$ cat src/rtl/seven_seg_scan_ctrl.sv
// Time-multiplexed 7-segment scan controller: walks DIGITS digits with a guard gap,
// double-buffers host updates to frame boundaries, and supports leading-zero blanking and blink.
module seven_seg_scan_ctrl #(
    parameter int DIGITS       = 4,
    parameter int DWELL_CYCLES = 50000,
    parameter int GUARD_CYCLES = 500,
    parameter int BLINK_FRAMES = 64
) (
    input  logic                  clk,
    input  logic                  rst,
    input  logic                  load,
    input  logic [4*DIGITS-1:0]   value,
    input  logic                  blank_lz,
    input  logic [DIGITS-1:0]     blink_mask,
    output logic [3:0]            dec_num,
    output logic [DIGITS-1:0]     dig_sel,
    output logic                  frame_tick,
    output logic                  load_ack
);

    localparam int MAXC = (DWELL_CYCLES > GUARD_CYCLES) ? DWELL_CYCLES : GUARD_CYCLES;
    localparam int CW   = (MAXC > 1) ? $clog2(MAXC) : 1;
    localparam int IW   = $clog2(DIGITS);
    localparam int FW   = (BLINK_FRAMES > 1) ? $clog2(BLINK_FRAMES) : 1;

    localparam logic [CW-1:0] GUARD_LAST = CW'(GUARD_CYCLES - 1);
    localparam logic [CW-1:0] DWELL_LAST = CW'(DWELL_CYCLES - 1);
    localparam logic [IW-1:0] IDX_LAST   = IW'(DIGITS - 1);
    localparam logic [FW-1:0] FR_LAST    = FW'(BLINK_FRAMES - 1);

    localparam logic [0:0] S_GUARD = 1'b0;
    localparam logic [0:0] S_DRIVE = 1'b1;

    logic [0:0]          state, nxt_state;
    logic [IW-1:0]       idx, nxt_idx;
    logic [CW-1:0]       cnt, nxt_cnt;
    logic [FW-1:0]       fcnt, nxt_fcnt;
    logic                phase, nxt_phase;
    logic [4*DIGITS-1:0] sh_val, nxt_sh_val, st_val;
    logic                sh_blz, nxt_sh_blz, st_blz;
    logic [DIGITS-1:0]   sh_mask, nxt_sh_mask, st_mask;
    logic                pending;
    logic                slot_end, boundary, run, sup;
    logic [DIGITS-1:0]   lz_sup, nxt_dig;

    // Outputs are registered from next-state values so they line up with the slot they describe.
    always_comb begin
        slot_end    = (state == S_GUARD) ? (cnt == GUARD_LAST) : (cnt == DWELL_LAST);
        boundary    = (state == S_DRIVE) && slot_end && (idx == IDX_LAST);
        nxt_state   = state;
        nxt_idx     = idx;
        nxt_cnt     = cnt + 1'b1;
        if (slot_end) begin
            nxt_cnt = '0;
            if (state == S_GUARD) begin
                nxt_state = S_DRIVE;
            end else begin
                nxt_state = S_GUARD;
                nxt_idx   = (idx == IDX_LAST) ? '0 : idx + 1'b1;
            end
        end

        nxt_sh_val  = sh_val;
        nxt_sh_blz  = sh_blz;
        nxt_sh_mask = sh_mask;
        nxt_fcnt    = fcnt;
        nxt_phase   = phase;
        if (boundary) begin
            if (pending) begin
                nxt_sh_val  = st_val;
                nxt_sh_blz  = st_blz;
                nxt_sh_mask = st_mask;
            end
            if (fcnt == FR_LAST) begin
                nxt_fcnt  = '0;
                nxt_phase = ~phase;
            end else begin
                nxt_fcnt  = fcnt + 1'b1;
            end
        end

        // A digit is blank when it and every digit to its left hold zero.
        lz_sup = '0;
        run    = nxt_sh_blz;
        for (int i = DIGITS - 1; i >= 0; i--) begin
            run       = run & (nxt_sh_val[4*i +: 4] == 4'd0);
            lz_sup[i] = run;
        end
        lz_sup[0] = 1'b0;

        sup     = lz_sup[nxt_idx] | (nxt_phase & nxt_sh_mask[nxt_idx]);
        nxt_dig = '1;
        if (nxt_state == S_DRIVE && !sup)
            nxt_dig[nxt_idx] = 1'b0;
    end

    always_ff @(posedge clk) begin
        if (rst) begin
            state      <= S_GUARD;
            idx        <= '0;
            cnt        <= '0;
            fcnt       <= '0;
            phase      <= 1'b0;
            sh_val     <= '0;
            sh_blz     <= 1'b0;
            sh_mask    <= '0;
            st_val     <= '0;
            st_blz     <= 1'b0;
            st_mask    <= '0;
            pending    <= 1'b0;
            dec_num    <= 4'd0;
            dig_sel    <= '1;
            frame_tick <= 1'b0;
            load_ack   <= 1'b0;
        end else begin
            state      <= nxt_state;
            idx        <= nxt_idx;
            cnt        <= nxt_cnt;
            fcnt       <= nxt_fcnt;
            phase      <= nxt_phase;
            sh_val     <= nxt_sh_val;
            sh_blz     <= nxt_sh_blz;
            sh_mask    <= nxt_sh_mask;
            // A load on the boundary cycle lands in staging after the swap and waits a frame.
            if (load) begin
                st_val  <= value;
                st_blz  <= blank_lz;
                st_mask <= blink_mask;
                pending <= 1'b1;
            end else if (boundary) begin
                pending <= 1'b0;
            end
            dec_num    <= nxt_sh_val[4*nxt_idx +: 4];
            dig_sel    <= nxt_dig;
            frame_tick <= boundary;
            load_ack   <= boundary & pending;
        end
    end

endmodule
$ cat config.mk
export PLATFORM = sky130hd
export DESIGN_NAME = seven_seg_scan_ctrl
export DESIGN_NICKNAME = d
export VERILOG_FILES = /design/src/rtl/seven_seg_scan_ctrl.sv
export SDC_FILE = /design/constraint.sdc
export NUM_CORES = 1
export LEC_CHECK = 0
export ABC_AREA = 1
export CORE_ASPECT_RATIO = 0.5
export CORE_MARGIN = 5
export CORE_UTILIZATION = 55
export CTS_BUF_LIST = sky130_fd_sc_hd__clkbuf_8
export DETAILED_ROUTE_END_ITERATION = 8
export PLACE_DENSITY = 0.79
export REMOVE_ABC_BUFFERS = 1
export SLEW_MARGIN = 20
export SYNTH_ARGS = -nofsm -noshare
export SYNTH_HDL_FRONTEND = slang
export SYNTH_SLANG_ARGS = --single-unit
$ cat constraint.sdc
create_clock -name clk -period 2.9 [get_ports clk]
set_input_delay 0.29 -clock clk [delete_from_list [all_inputs] [get_ports clk]]
set_output_delay 0.29 -clock clk [all_outputs]
set_load 0.05 [all_outputs]
==> results.py <==
metrics = {
    "synth": {
        "synthMuxAreaShare_pct": 0.563,
        "mappedNetlistArea_um2": 3550,
        "post_synth.cell_area_avg_um2": 7.61,
        "synth_top_family_by_area": "simple AND/OR/NAND/NOR gates",
        "async_flop_share_pct": 0,
        "synth_fa_ha_area_share_pct": 1.41,
        "ys_warn_count": 0,
        "synth-simple-area-share_pct": 31.4,
        "synth_top_area_share_pct": 44.5,
        "synth_xor_area_share_pct": 1.97,
        "synth_compound_area_share_pct": 11.0,
        "ys_seq_area_share_pct": 44.5,
        "ys_ff_latch": 79,
        "synthTopCellsByArea": "dfxtp_1 (45%), nor2_1 (9.7%), nand2_1 (6.9%)",
        "yosysTopAreaCell": "dfxtp_1",
        "syn_inst": 467,
        "synthFlopType": "dfxtp_1",
        "synth_cell_types": 37,
        "synth_edf_count": 0,
    },
    "global_route": {
        "grt_overflow_total": 0,
        "grt_pass1_wl_um": 12300,
        "antenna_found_initial": 0,
        "first_global_vias": 2807,
        "gr-usage-all-layers_pct": 19.2,
        "grt_max_degree": 29,
    },
    "clocking": {
        "postCtsHoldBufs": 0,
        "clk_latency_ps": 370,
        "cts_max_level": 3,
        "cts-root-buf": "clkbuf_8",
        "clk_pin_slew_ps": 80,
        "cts_tree": "built",
        "cts.sinks": 79,
        "clk_path_buf_depth": 2,
        "numCtsBuffers": 9,
    },
    "layout": {
        "final_nets": 533,
        "utilization_pct": 67.4,
        "final_common_cell": "nor2_1",
        "drive_gt1_share_pct": 17.5,
        "final_cell_mix": "nor2_1 (92), dfxtp_1 (77), nand2_1 (65)",
        "area_growth_pct": 16.7,
        "diodes": 0,
    },
    "route": {
        "dr.pass1.iters": 5,
        "wl_um": 6970,
        "drt_iter0_drc": 184,
        "drtAntennaViolNets": 0,
        "drc": 0,
        "vias": 2876,
        "routedWlPerCell_um": 11.6,
        "viasPerCell": 4.81,
    },
    "setup_path": {
        "critPathBufInv": 3,
        "cp.arrival_ps": 2880,
        "end_kind": "flip-flop",
        "critical_path.startpoint_type": "flip-flop",
        "path_cells": "ha_2, inv_1, nor2_1, nand2_1, nor2_1, nand3_1, nor2_2, ha_1, nand3_1, buf_4, or2_0, o21ai_1, nor2_1, nand2_2, inv_1, nand2_1, nor2_2, nor2_4, nand3_1",
        "worstPathRequired_ps": 3140,
        "slowest_stage": "dfxtp_2",
        "cp_slowest_stage_delay_ps": 360,
        "crit_family": "simple AND/OR/NAND/NOR gates",
        "path_depth": 19,
        "ff2ff_path_depth": 19,
        "path_max_fanout": 20,
        "path_class": "flip-flop to flip-flop",
    },
    "sta": {
        "fin_crit_ps": 2640,
        "skew_ps": 13.9,
        "hold_violations": 0,
        "finalCritPeriodShare_pct": 91.1,
        "rsz0062_at_grt": "false",
        "relSlewSlack_pct": 63.1,
        "setup_violations": 0,
        "tns_ps": 0,
        "tightest_slew_ps": 552,
        "final_max_slew_viol_count": 0,
        "max_freq_ghz": 0.378,
    },
    "pwr": {
        "p_int_w": 0.00147,
        "irDropWorstVdd_mv": 0.323,
        "power_density_nw_per_um2": 470,
        "power_w": 0.00195,
        "p_sw_share_pct": 24.7,
        "leakagePower_nw": 1.76,
        "clockPowerShare_pct": 37.3,
        "p_comb_share_pct": 5.1,
        "seq_power_share_pct": 57.5,
        "p_switching_w": 0.000483,
    },
    "run_status": {
        "status": "finished clean",
    },
    "floorplanning": {
        "num_io_pins": 34,
        "core_area_um2": 6160,
        "fp.dieW_um": 124,
        "rows": 20,
        "die-area_um2": 8270,
        "die_h_um": 66.8,
        "initial_utilization_pct": 57.7,
    },
    "placed_design": {
        "hpwl_um": 4960,
        "place_congestion": 0.825,
        "port_buffers": 33,
    },
    "worst_hold_path": {
        "whs_path_depth": 1,
        "hold_class": "flip-flop to flip-flop",
    },
    "run": {
        "drv_cap": 0,
    },
}
==> power by group through the flow <==
stage / Combinational (W) / Clock (W) / Sequential, W
floorplan: 0.0000430 / 0 / 0.00114
global placement: 0.0000975 / 0 / 0.00115
detailed placement: 0.0000997 / 0 / 0.00115
CTS: 0.000100 / 0.000745 / 0.00112
global route: 0.000112 / 0.000802 / 0.00113
finish: 0.000100 / 0.000728 / 0.00112
==> routing by layer <==
metal / vias to the layer above / global-route usage, % / wire, um
li1: 1536 / - / -
met4: 0 / 8.28 / 137
met5: - / 0 / 0
met2: 34 / 33.0 / 3330
met3: 17 / 5.34 / 241
met1: 1289 / 22.6 / 3260
==> Yosys cell counts, types with 3 or more instances <==
library cell   n
nand4_1        4
nor3_1         5
buf_2          4
xor2_1         3
nor2_2         8
clkbuf_1       9
nor2_4         3
nand2_1       65
o21ai_0       28
xnor2_1        5
buf_6          3
nor3b_1        3
nor2_1        92
nand3_1       16
inv_1         50
or2_2          8
nand3_2        4
ha_1           4
o21ai_2       11
dfxtp_1       79
nand2_2       16
a21oi_1       18
o21ai_1        8
==> cell families (layout without fill, tap and decap cells) <==
logic type,count (synthesis),count (layout)
xor gates and xnor gates,8,8
adders and majority gates,4,4
AOI/OAI and AO/OA,68,68
buffers and inverters,70,113
DFF,79,79
muxes,2,2
and+or+nand+nor,236,236
==> timing repair <==
item,in CTS,in global routing
setup endpoints to repair,0,5
buffers inserted,0,2
resized for setup,0,6
==> state kept, by name (all words and copies together), names as in the netlist <==
name	cells
fcnt	6
load_ack	1
frame_tick	1
pending	1
idx	2
st_val	16
sh_val	16
dec_num	4
st_blz	1
st_mask	4
phase	1
sh_mask	4
state	1
dig_sel	4
cnt	16
sh_blz	1
==> through the flow <==
stage	cells	area, um^2	hold slack (ps)	worst slack [ps]
2_1_floorplan	449	3430	352	289
3_3_place_gp	580	3940	454	252
3_5_place_dp	580	3940	454	140
4_1_cts	596	4120	469	111
5_1_grt	598	4150	480	25.4
6_report	598	4150	453	258
==> layout make-up <==
type | count | area (um^2)
Fill cell | 528 | 2010
Multi-Input combinational cell | 318 | 1660
Sequential cell | 79 | 1580
Timing Repair Buffer | 45 | 428
Inverter | 52 | 195
Clock buffer | 9 | 124
Tap cell | 88 | 110
Clock inverter | 7 | 50.0
==> worst paths after layout <==
path | start | slack (ps) | end
setup / recovery | cnt[0]$_SDFF_PP0_ | 260 | dig_sel[3]$_SDFF_PP1_
hold / removal | cnt[0]$_SDFF_PP0_ | 450 | cnt[0]$_SDFF_PP0_
setup reg to reg | cnt[0]$_SDFF_PP0_ | 260 | dig_sel[3]$_SDFF_PP1_
hold reg to reg | cnt[0]$_SDFF_PP0_ | 450 | cnt[0]$_SDFF_PP0_
(Power assumes the default switching activity.)
==> edit, RTL diff (same settings) <==
`sh_val` and `sh_mask` no longer have a reset.
--- a/src/rtl/seven_seg_scan_ctrl.sv
+++ b/src/rtl/seven_seg_scan_ctrl.sv
@@ -102,7 +102,5 @@
             fcnt       <= '0;
             phase      <= 1'b0;
-            sh_val     <= '0;
             sh_blz     <= 1'b0;
-            sh_mask    <= '0;
             st_val     <= '0;
             st_blz     <= 1'b0;
@@ -119,7 +117,5 @@
             fcnt       <= nxt_fcnt;
             phase      <= nxt_phase;
-            sh_val     <= nxt_sh_val;
             sh_blz     <= nxt_sh_blz;
-            sh_mask    <= nxt_sh_mask;
             // A load on the boundary cycle lands in staging after the swap and waits a frame.
             if (load) begin
@@ -138,3 +134,8 @@
     end
 
+    always_ff @(posedge clk) begin
+        sh_val  <= nxt_sh_val;
+        sh_mask <= nxt_sh_mask;
+    end
+
 endmodule
Formal check against the unedited RTL: same outputs for any inputs over 10 cycles, from zero or initial values and one cycle with rst high; that may be too few to reach the edited logic, so the function may still have changed.
==> edit against the original RTL <==
- non-clock buffer count fell by 4
- clock power increased by 11%
- total power up 3.7%
- fmax decreased by 1.5%
- area after synthesis is 4.6% lower
- worst setup slack got worse by 0.040 ns
- synthesized cell count shrank 3.4%
- design area is 2.3% lower
- core utilization fell by 0.18 points
- critical endpoint is now dig_sel[0]
- wire length is 2.4% lower
- sequential cell count unchanged
- sequential share of layout area grew 0.83 points
- sequential power hardly changed
==> edit: results <==
{
  "m1WireLength_mm": 3.18,
  "grt_pass1_wl_mm": 11.4,
  "globalplace.congestion": 0.864,
  "ir_drop_uv": 380,
  "drt_first_pass_iters": 4,
  "drt-initial-drc-count": 146,
  "relSlewSlack": 0.559,
  "place_ws_ns": -0.0229,
  "ys_seq_area_frac": 0.467,
  "dr_wl_met2_mm": 3.27,
  "wl_met3_um": 276,
  "crit_fanout": 14,
  "drive_gt1_frac": 0.145,
  "status": "finished clean",
  "grt_pass1_vias": 2617,
  "dp.final_hpwl_mm": 4.79,
  "skew_ns": 0.00621,
  "max_stage_delay_ns": 0.38,
  "cellLeakagePower_nw": 1.72,
  "insertion_delay_ns": 0.35,
  "crit_arrival_ns": 2.98,
  "cp_slowest_cell": "dfxtp_1",
  "grt_max_degree": 25,
  "layout.nets": 519,
  "netlist_top_cells_count": "nand2_1 (97), dfxtp_1 (79), nor2_1 (72), inv_1 (44), o21ai_0 (25)",
  "grt_usage": 0.183,
  "wirelength_mm": 6.80
}
-- edit: changes by cell type in the layout (fill, tap and decap cells not counted), sizes merged, moves of 3 or more --
cell   delta
or2       -5
and2      -3
nand2    +23
nor2     -21
buf       -4
o21ai     -4
-- edit: layer usage --
metal / track usage / vias to the layer above
met5: 0 / -
met1: 0.220 / 1305
met2: 0.312 / 40
met3: 0.0542 / 7
met4: 0.0678 / 0
li1: - / 1501
-- edit: logic make-up after synthesis --
kind of cell / after synthesis / share of synthesized area
AO/OA/AOI/OAI: 63 / 0.102
XOR/XNOR: 8 / 0.0207
adder cells (fa/ha/maj): 4 / 0.0148
buffers and inverters: 67 / 0.0845
flip-flops: 79 / 0.467
AND/OR/NAND/NOR: 230 / 0.312
-- edit: per-stage QoR --
stage,cells,cell area [sq um]
6_report,584,4050
5_1_grt,584,4050
4_1_cts,582,4000
3_5_place_dp,565,3790
3_3_place_gp,565,3790
2_1_floorplan,437,3300
-- edit: layout make-up --
cell class | instances | area, sq um
clock inverter | 6 | 61.3
tap | 88 | 110
fill | 504 | 1980
sequential | 79 | 1580
inverter | 53 | 199
timing repair buffer | 41 | 390
clock buffer | 10 | 138
multi-input combinational | 307 | 1570
-- edit: report_power, final --
group | switching (mW) | total [mW] | internal, mW | leakage (nW)
Combinational | 0.0499 | 0.0964 | 0.0465 | 0.981
Clock | 0.390 | 0.806 | 0.416 | 0.0957
Sequential | 0.0129 | 1.12 | 1.11 | 0.643
-- edit: what timing repair did --
action / 4_1_cts / 5_1_grt
gates resized for setup: 0 / 9
pin swaps: 1 / 1
setup endpoints to repair: 4 / 6
setup buffers: 0 / 1
gates cloned: 1 / 1
-- edit: final timing paths --
kind         slack (ns)  cells after the start         end  startpoint
max reg2reg        0.22                     19  dig_sel[0]      cnt[0]
min reg2reg        0.46                      2   sh_val[2]   sh_val[2]
max                0.22                     19  dig_sel[0]      cnt[0]
min                0.46                      2   sh_val[2]   sh_val[2]
-- edit: worst min-delay path, stage by stage (launching register included) --
cell     delay (ns)
dfxtp_1        0.31
nand2_1        0.05
nand2_1        0.07
